--- config.mk ---
export PLATFORM = sky130hd
export DESIGN_NAME = frat_ckpt_ctrl
export DESIGN_NICKNAME = d
export VERILOG_FILES = /design/src/rtl/frat_ckpt_ctrl.sv
export SDC_FILE = /design/constraint.sdc
export NUM_CORES = 1
export LEC_CHECK = 0
export BUFFER_PORTS_ARGS = -buffer_cell sky130_fd_sc_hd__buf_2
export CORE_MARGIN = 2
export CORE_UTILIZATION = 30
export CTS_BUF_LIST = sky130_fd_sc_hd__clkbuf_16
export DETAILED_ROUTE_END_ITERATION = 8
export SETUP_SLACK_MARGIN = 0.4
export SYNTH_ARGS = -nofsm -noshare
export SYNTH_HDL_FRONTEND = slang
export SYNTH_SLANG_ARGS = --single-unit
export TNS_END_PERCENT = 5
--- constraint.sdc ---
create_clock -name clk -period 5 [get_ports clk]
set_input_delay 0.75 -clock clk [delete_from_list [all_inputs] [get_ports clk]]
set_output_delay 0.75 -clock clk [all_outputs]
set_load 0.02 [all_outputs]
--- src/rtl/frat_ckpt_ctrl.sv ---
// frat_ckpt_ctrl: FRAT branch-checkpoint slot sequencer.
// Allocates/frees snapshot slots and drives FRAT restore on mispredict.
module frat_ckpt_ctrl #(
    parameter int ISSUE_WIDTH   = 2,
    parameter int NUM_CKPT      = 4,
    parameter int ROB_SIZE_CLOG = 5,
    parameter int RECOV_CYC     = 2
) (
    input  logic                                     clk,
    input  logic                                     rst,
    input  logic [ISSUE_WIDTH-1:0]                   br_val_id,
    input  logic [ROB_SIZE_CLOG-1:0]                 rob_is_ptr,
    input  logic                                     br_ret_val,
    input  logic [ROB_SIZE_CLOG-1:0]                 br_ret_robid,
    input  logic                                     mispred_val,
    input  logic [ROB_SIZE_CLOG-1:0]                 mispred_robid,
    output logic [ISSUE_WIDTH-1:0]                   ckpt_we,
    output logic [ISSUE_WIDTH*$clog2(NUM_CKPT)-1:0]  ckpt_slot,
    output logic                                     restore_val,
    output logic [$clog2(NUM_CKPT)-1:0]              restore_slot,
    output logic                                     rename_stall,
    output logic [$clog2(NUM_CKPT):0]                ckpt_cnt,
    output logic                                     recov_err
);

    localparam int SW = $clog2(NUM_CKPT);
    localparam int CW = SW + 1;
    localparam int DW = (RECOV_CYC > 1) ? $clog2(RECOV_CYC) : 1;

    typedef enum logic [1:0] {
        IDLE,
        RESTORE,
        DRAIN
    } state_t;

    state_t state_q, state_d;
    logic [DW-1:0] drain_q, drain_d;

    logic [SW-1:0]            head_q, head_d;
    logic [SW-1:0]            tail_q, tail_d;
    logic [NUM_CKPT-1:0]      vld_q, vld_d;
    logic [ROB_SIZE_CLOG-1:0] robid_q [NUM_CKPT];
    logic [CW-1:0]            cnt_q, cnt_d;

    logic          idle;
    logic          ret_hit;
    logic          ret_err;
    logic          mp_hit;
    logic [SW-1:0] mp_slot;
    logic [CW-1:0] mp_age;
    logic          mp_take;
    logic          mp_err;
    logic [CW-1:0] k;
    logic [CW-1:0] free_slots;
    logic          alloc_ok;
    logic [SW-1:0] lane_slot [ISSUE_WIDTH];

    assign idle    = (state_q == IDLE);
    assign ret_hit = br_ret_val && vld_q[head_q]
                     && (robid_q[head_q] == br_ret_robid);
    assign ret_err = br_ret_val && !ret_hit;

    // Age-ordered CAM; the head slot retiring this cycle cannot match.
    always_comb begin : mp_search
        logic [SW-1:0] idx;
        idx     = '0;
        mp_hit  = 1'b0;
        mp_slot = '0;
        mp_age  = '0;
        for (int j = 0; j < NUM_CKPT; j++) begin
            idx = head_q + SW'(j);
            if (!mp_hit && vld_q[idx]
                && (robid_q[idx] == mispred_robid)
                && !(j == 0 && ret_hit)) begin
                mp_hit  = 1'b1;
                mp_slot = idx;
                mp_age  = CW'(j);
            end
        end
    end

    assign mp_take = idle && mispred_val && mp_hit;
    assign mp_err  = idle && mispred_val && !mp_hit;

    always_comb begin : lane_alloc
        logic [SW-1:0] off;
        off = '0;
        k   = '0;
        for (int n = 0; n < ISSUE_WIDTH; n++) begin
            lane_slot[n] = tail_q + off;
            if (br_val_id[n]) begin
                off = off + SW'(1);
                k   = k + CW'(1);
            end
        end
    end

    // Retire in the same cycle does not free room for this group.
    assign free_slots = CW'(NUM_CKPT) - cnt_q;
    assign alloc_ok   = idle && !mp_take && (k <= free_slots);

    always_comb begin
        ckpt_we   = alloc_ok ? br_val_id : '0;
        ckpt_slot = '0;
        for (int n = 0; n < ISSUE_WIDTH; n++) begin
            ckpt_slot[n*SW +: SW] = lane_slot[n];
        end
    end

    assign rename_stall = !idle || mp_take || (k > free_slots);
    assign ckpt_cnt     = cnt_q;

    always_comb begin : slot_next
        logic [SW-1:0] idx;
        idx    = '0;
        vld_d  = vld_q;
        head_d = head_q;
        tail_d = tail_q;
        cnt_d  = cnt_q;
        if (ret_hit) begin
            vld_d[head_q] = 1'b0;
            head_d        = head_q + SW'(1);
        end
        if (alloc_ok) begin
            for (int n = 0; n < ISSUE_WIDTH; n++) begin
                if (br_val_id[n]) begin
                    vld_d[lane_slot[n]] = 1'b1;
                end
            end
            tail_d = tail_q + SW'(k);
            cnt_d  = cnt_q + k - CW'(ret_hit);
        end else if (mp_take) begin
            for (int j = 0; j < NUM_CKPT; j++) begin
                idx = head_q + SW'(j);
                if (CW'(j) >= mp_age) begin
                    vld_d[idx] = 1'b0;
                end
            end
            tail_d = mp_slot;
            cnt_d  = mp_age - CW'(ret_hit);
        end else begin
            cnt_d = cnt_q - CW'(ret_hit);
        end
    end

    always_comb begin
        state_d = state_q;
        drain_d = drain_q;
        unique case (state_q)
            IDLE: begin
                if (mp_take) begin
                    state_d = RESTORE;
                end
            end
            RESTORE: begin
                state_d = DRAIN;
                drain_d = DW'(RECOV_CYC - 1);
            end
            DRAIN: begin
                if (drain_q == '0) begin
                    state_d = IDLE;
                end else begin
                    drain_d = drain_q - DW'(1);
                end
            end
            default: begin
                state_d = IDLE;
            end
        endcase
    end

    always_ff @(posedge clk) begin
        if (rst) begin
            state_q      <= IDLE;
            drain_q      <= '0;
            head_q       <= '0;
            tail_q       <= '0;
            vld_q        <= '0;
            cnt_q        <= '0;
            restore_val  <= 1'b0;
            restore_slot <= '0;
            recov_err    <= 1'b0;
        end else begin
            state_q     <= state_d;
            drain_q     <= drain_d;
            head_q      <= head_d;
            tail_q      <= tail_d;
            vld_q       <= vld_d;
            cnt_q       <= cnt_d;
            restore_val <= mp_take;
            if (mp_take) begin
                restore_slot <= mp_slot;
            end
            if (ret_err || mp_err) begin
                recov_err <= 1'b1;
            end
        end
    end

    always_ff @(posedge clk) begin
        for (int n = 0; n < ISSUE_WIDTH; n++) begin
            if (alloc_ok && br_val_id[n]) begin
                robid_q[lane_slot[n]] <= rob_is_ptr + ROB_SIZE_CLOG'(n);
            end
        end
    end

endmodule

==> flow_summary.json <==
{
  "rsz0062_at_grt": "no",
  "routed_wl_mm": 8.74,
  "nFillCells": 1105,
  "wl_per_cell_um": 17.2,
  "worst_setup_path_start_kind": "register",
  "fmax_mhz": 238,
  "cts.clk_slew.worst_paths_ns": 0.06,
  "cts-resized-gates": 0,
  "initialDrtViolationCount": 204,
  "yosys_warnings": 0,
  "synthDistinctLibCells": 54,
  "cts_root_buf": "clkbuf_16",
  "required_ns": 4.25,
  "syn_nets": 381,
  "ant_nets": 0,
  "worst_pin_slew_ns": 0.987,
  "path_cells": "inv_1 > ha_1 > mux4_2 > xnor2_1 > and3_1 > o2111a_1 > o41ai_4 > nand2_2 > buf_2",
  "cp_slowest_stage_delay_ns": 0.57,
  "cp_slowest_cell": "mux4_2",
  "numCtsBuffers": 5,
  "start_util": 0.311,
  "syn_inst": 339,
  "crit_fanout": 17,
  "finalHoldViolCount": 0,
  "p_leak_nw": 1.44,
  "core-area_mm2": 0.0109,
  "finish.net_count": 409,
  "maxSlewViolCount": 0,
  "synth_top_cell_area_share": 0.177,
  "hold_path_class": "register to register",
  "stdcell_count": 508,
  "die_h_um": 110,
  "route.detailed.drc": 0,
  "min_period_ns": 4.20,
  "path_class": "register to primary output",
  "drv_cap": 0,
  "placed_cells": 500,
  "cts_setup_buffers": 0,
  "synthTopCellsByArea": "edfxtp_1, mux4_2, dfxtp_1",
  "finalWeightedCongestion": 0.949,
  "use_met2": 0.220,
  "final_area_mm2": 0.00388,
  "via_count": 2746,
  "use_met1": 0.215,
  "cts_tree": "built",
  "crit_arrival_ns": 3.45,
  "post_dp_cell_area_mm2": 0.00371,
  "overflow": 0,
  "timing.final.crit_share": 0.840,
  "preCtsSetupSlack_ns": 1.08,
  "synth_top_cell_by_area": "edfxtp_1",
  "htree_num_levels": 2,
  "antenna_found_initial": 0,
  "numClockSinks": 40,
  "seqCellArea_mm2": 0.00100,
  "synth-seq-cells": 40,
  "io_pins": 35,
  "track_usage": 0.145,
  "numPortBuffers": 34,
  "busiest_layer": "met2",
  "dpl.hpwl_mm": 6.87,
  "synth_flop_cell": "edfxtp_1",
  "dr.pass1.iters": 5,
  "syn_area_per_cell_um2": 10.0,
  "synthTopCellsByCount": "xnor2_1, nor2_1, inv_1, xor2_1",
  "ir_drop_v": 0.000274,
  "fp-row-count": 38,
  "syn_to_final_growth_pct": 14.1,
  "grt_max_degree": 23,
  "die_w_um": 110,
  "grt_use_met3": 0.0236,
  "netlist_area_mm2": 0.00340,
  "status": "finished, final reports clean",
  "setup_ws_ns": 0.801,
  "post-synth-top-count-cell": "xnor2_1",
  "synth-edff-count": 20,
  "tns_ns": 0,
  "cts_buffer_depth": 2,
  "holdWs_ns": 0.471,
  "design.die.area_mm2": 0.0122,
  "crit_path_end_kind": "primary output",
  "grt_pass1_wl_mm": 14.5,
  "synth_seq_area_share": 0.295,
  "hold_buffers": 0,
  "worst-path-buf-inv": 2,
  "vias_per_cell": 5.41,
  "total_power_mw": 1.82,
  "async_reset_ff_frac": 0,
  "grt_pass1_vias": 2695,
  "power_density_mw_per_mm2": 471,
  "clock_skew_ns": 0.00466,
  "post-route-util": 0.355,
  "multi_input_area_mm2": 0.00224,
  "diodes": 0,
  "slew_headroom": 0.337,
  "drive_above_1_share": 0.196,
  "setup-violations-final": 0,
  "clk_latency_ns": 0.28,
  "cp_top_family": "compound AO/OA/AOI/OAI gates"
}
flip-flops by register name, summed over array words and instances (netlist names), named ones only:
name / cells
state_q: 2
robid_q: 20
recov_err: 1
drain_q: 1
ckpt_cnt: 3
vld_q: 4
tail_q: 2
head_q: 2
restore_slot: 2
restore_val: 1
final timing paths:
path                   startpoint              end  slack [ns]  cells past startpoint
setup / recovery        head_q[0]     rename_stall        0.80                      9
hold / removal    restore_slot[0]  restore_slot[0]        0.47                      1
setup reg to reg        head_q[0]    robid_q[3][1]        1.21                     10
hold reg to reg   restore_slot[0]  restore_slot[0]        0.47                      1
cells by family after synthesis:
logic type                 synth area share
buffers and inverters                0.0475
AOI/OAI and AO/OA                     0.140
and+or+nand+nor                       0.135
adders and majority gates            0.0795
DFF                                   0.295
muxes                                 0.172
xor gates and xnor gates              0.131
layout by cell type, fill, tap and decap left out, types with 5 or more instances in the layout:
cell | netlist | final
buf_4 | 1 | 6
clkbuf_16 | 0 | 5
dfxtp_1 | 20 | 20
o21ai_0 | 5 | 5
edfxtp_1 | 20 | 20
xnor2_1 | 30 | 30
inv_1 | 21 | 21
nor3_1 | 12 | 12
ha_1 | 20 | 20
nand3_1 | 8 | 8
xor2_1 | 21 | 21
mux2_1 | 5 | 5
a21oi_1 | 12 | 12
mux2i_1 | 9 | 9
mux4_2 | 19 | 19
buf_2 | 6 | 34
nand4_1 | 6 | 6
nor2_1 | 29 | 29
nand2_1 | 17 | 17
metal layers:
| metal | routed length, um | part of all wire |
|---|---|---|
| met3 | 481 | 0.055 |
| met1 | 4210 | 0.48 |
| met2 | 3880 | 0.44 |
| met5 | 0 | 0 |
| met4 | 167 | 0.019 |
where the power goes:
group | internal [mW] | switching [mW] | leakage, nW
sequential | 0.468 | 0.120 | 0.349
clock | 0.237 | 0.138 | 0.0804
combinational | 0.356 | 0.506 | 1.01
worst register-to-register path: stages (launching register included):
cell and delay (ns):
dfxtp_1 0.33, inv_1 0.09, ha_1 0.54, mux4_2 0.57, xnor2_1 0.13, and3_1 0.17, o2111a_1 0.25, o41ai_4 0.53
nand2_2 0.31, nor2_1 0.25, mux2_1 0.36
layout make-up:
type / count / share of cell area
Sequential cell: 40 / 0.258
Multi-Input combinational cell: 259 / 0.577
Inverter: 21 / 0.0203
Clock inverter: 3 / 0.0119
Timing Repair Buffer: 40 / 0.0555
Tap cell: 140 / 0.0452
Clock buffer: 5 / 0.0323
(Power assumes the default switching activity.)
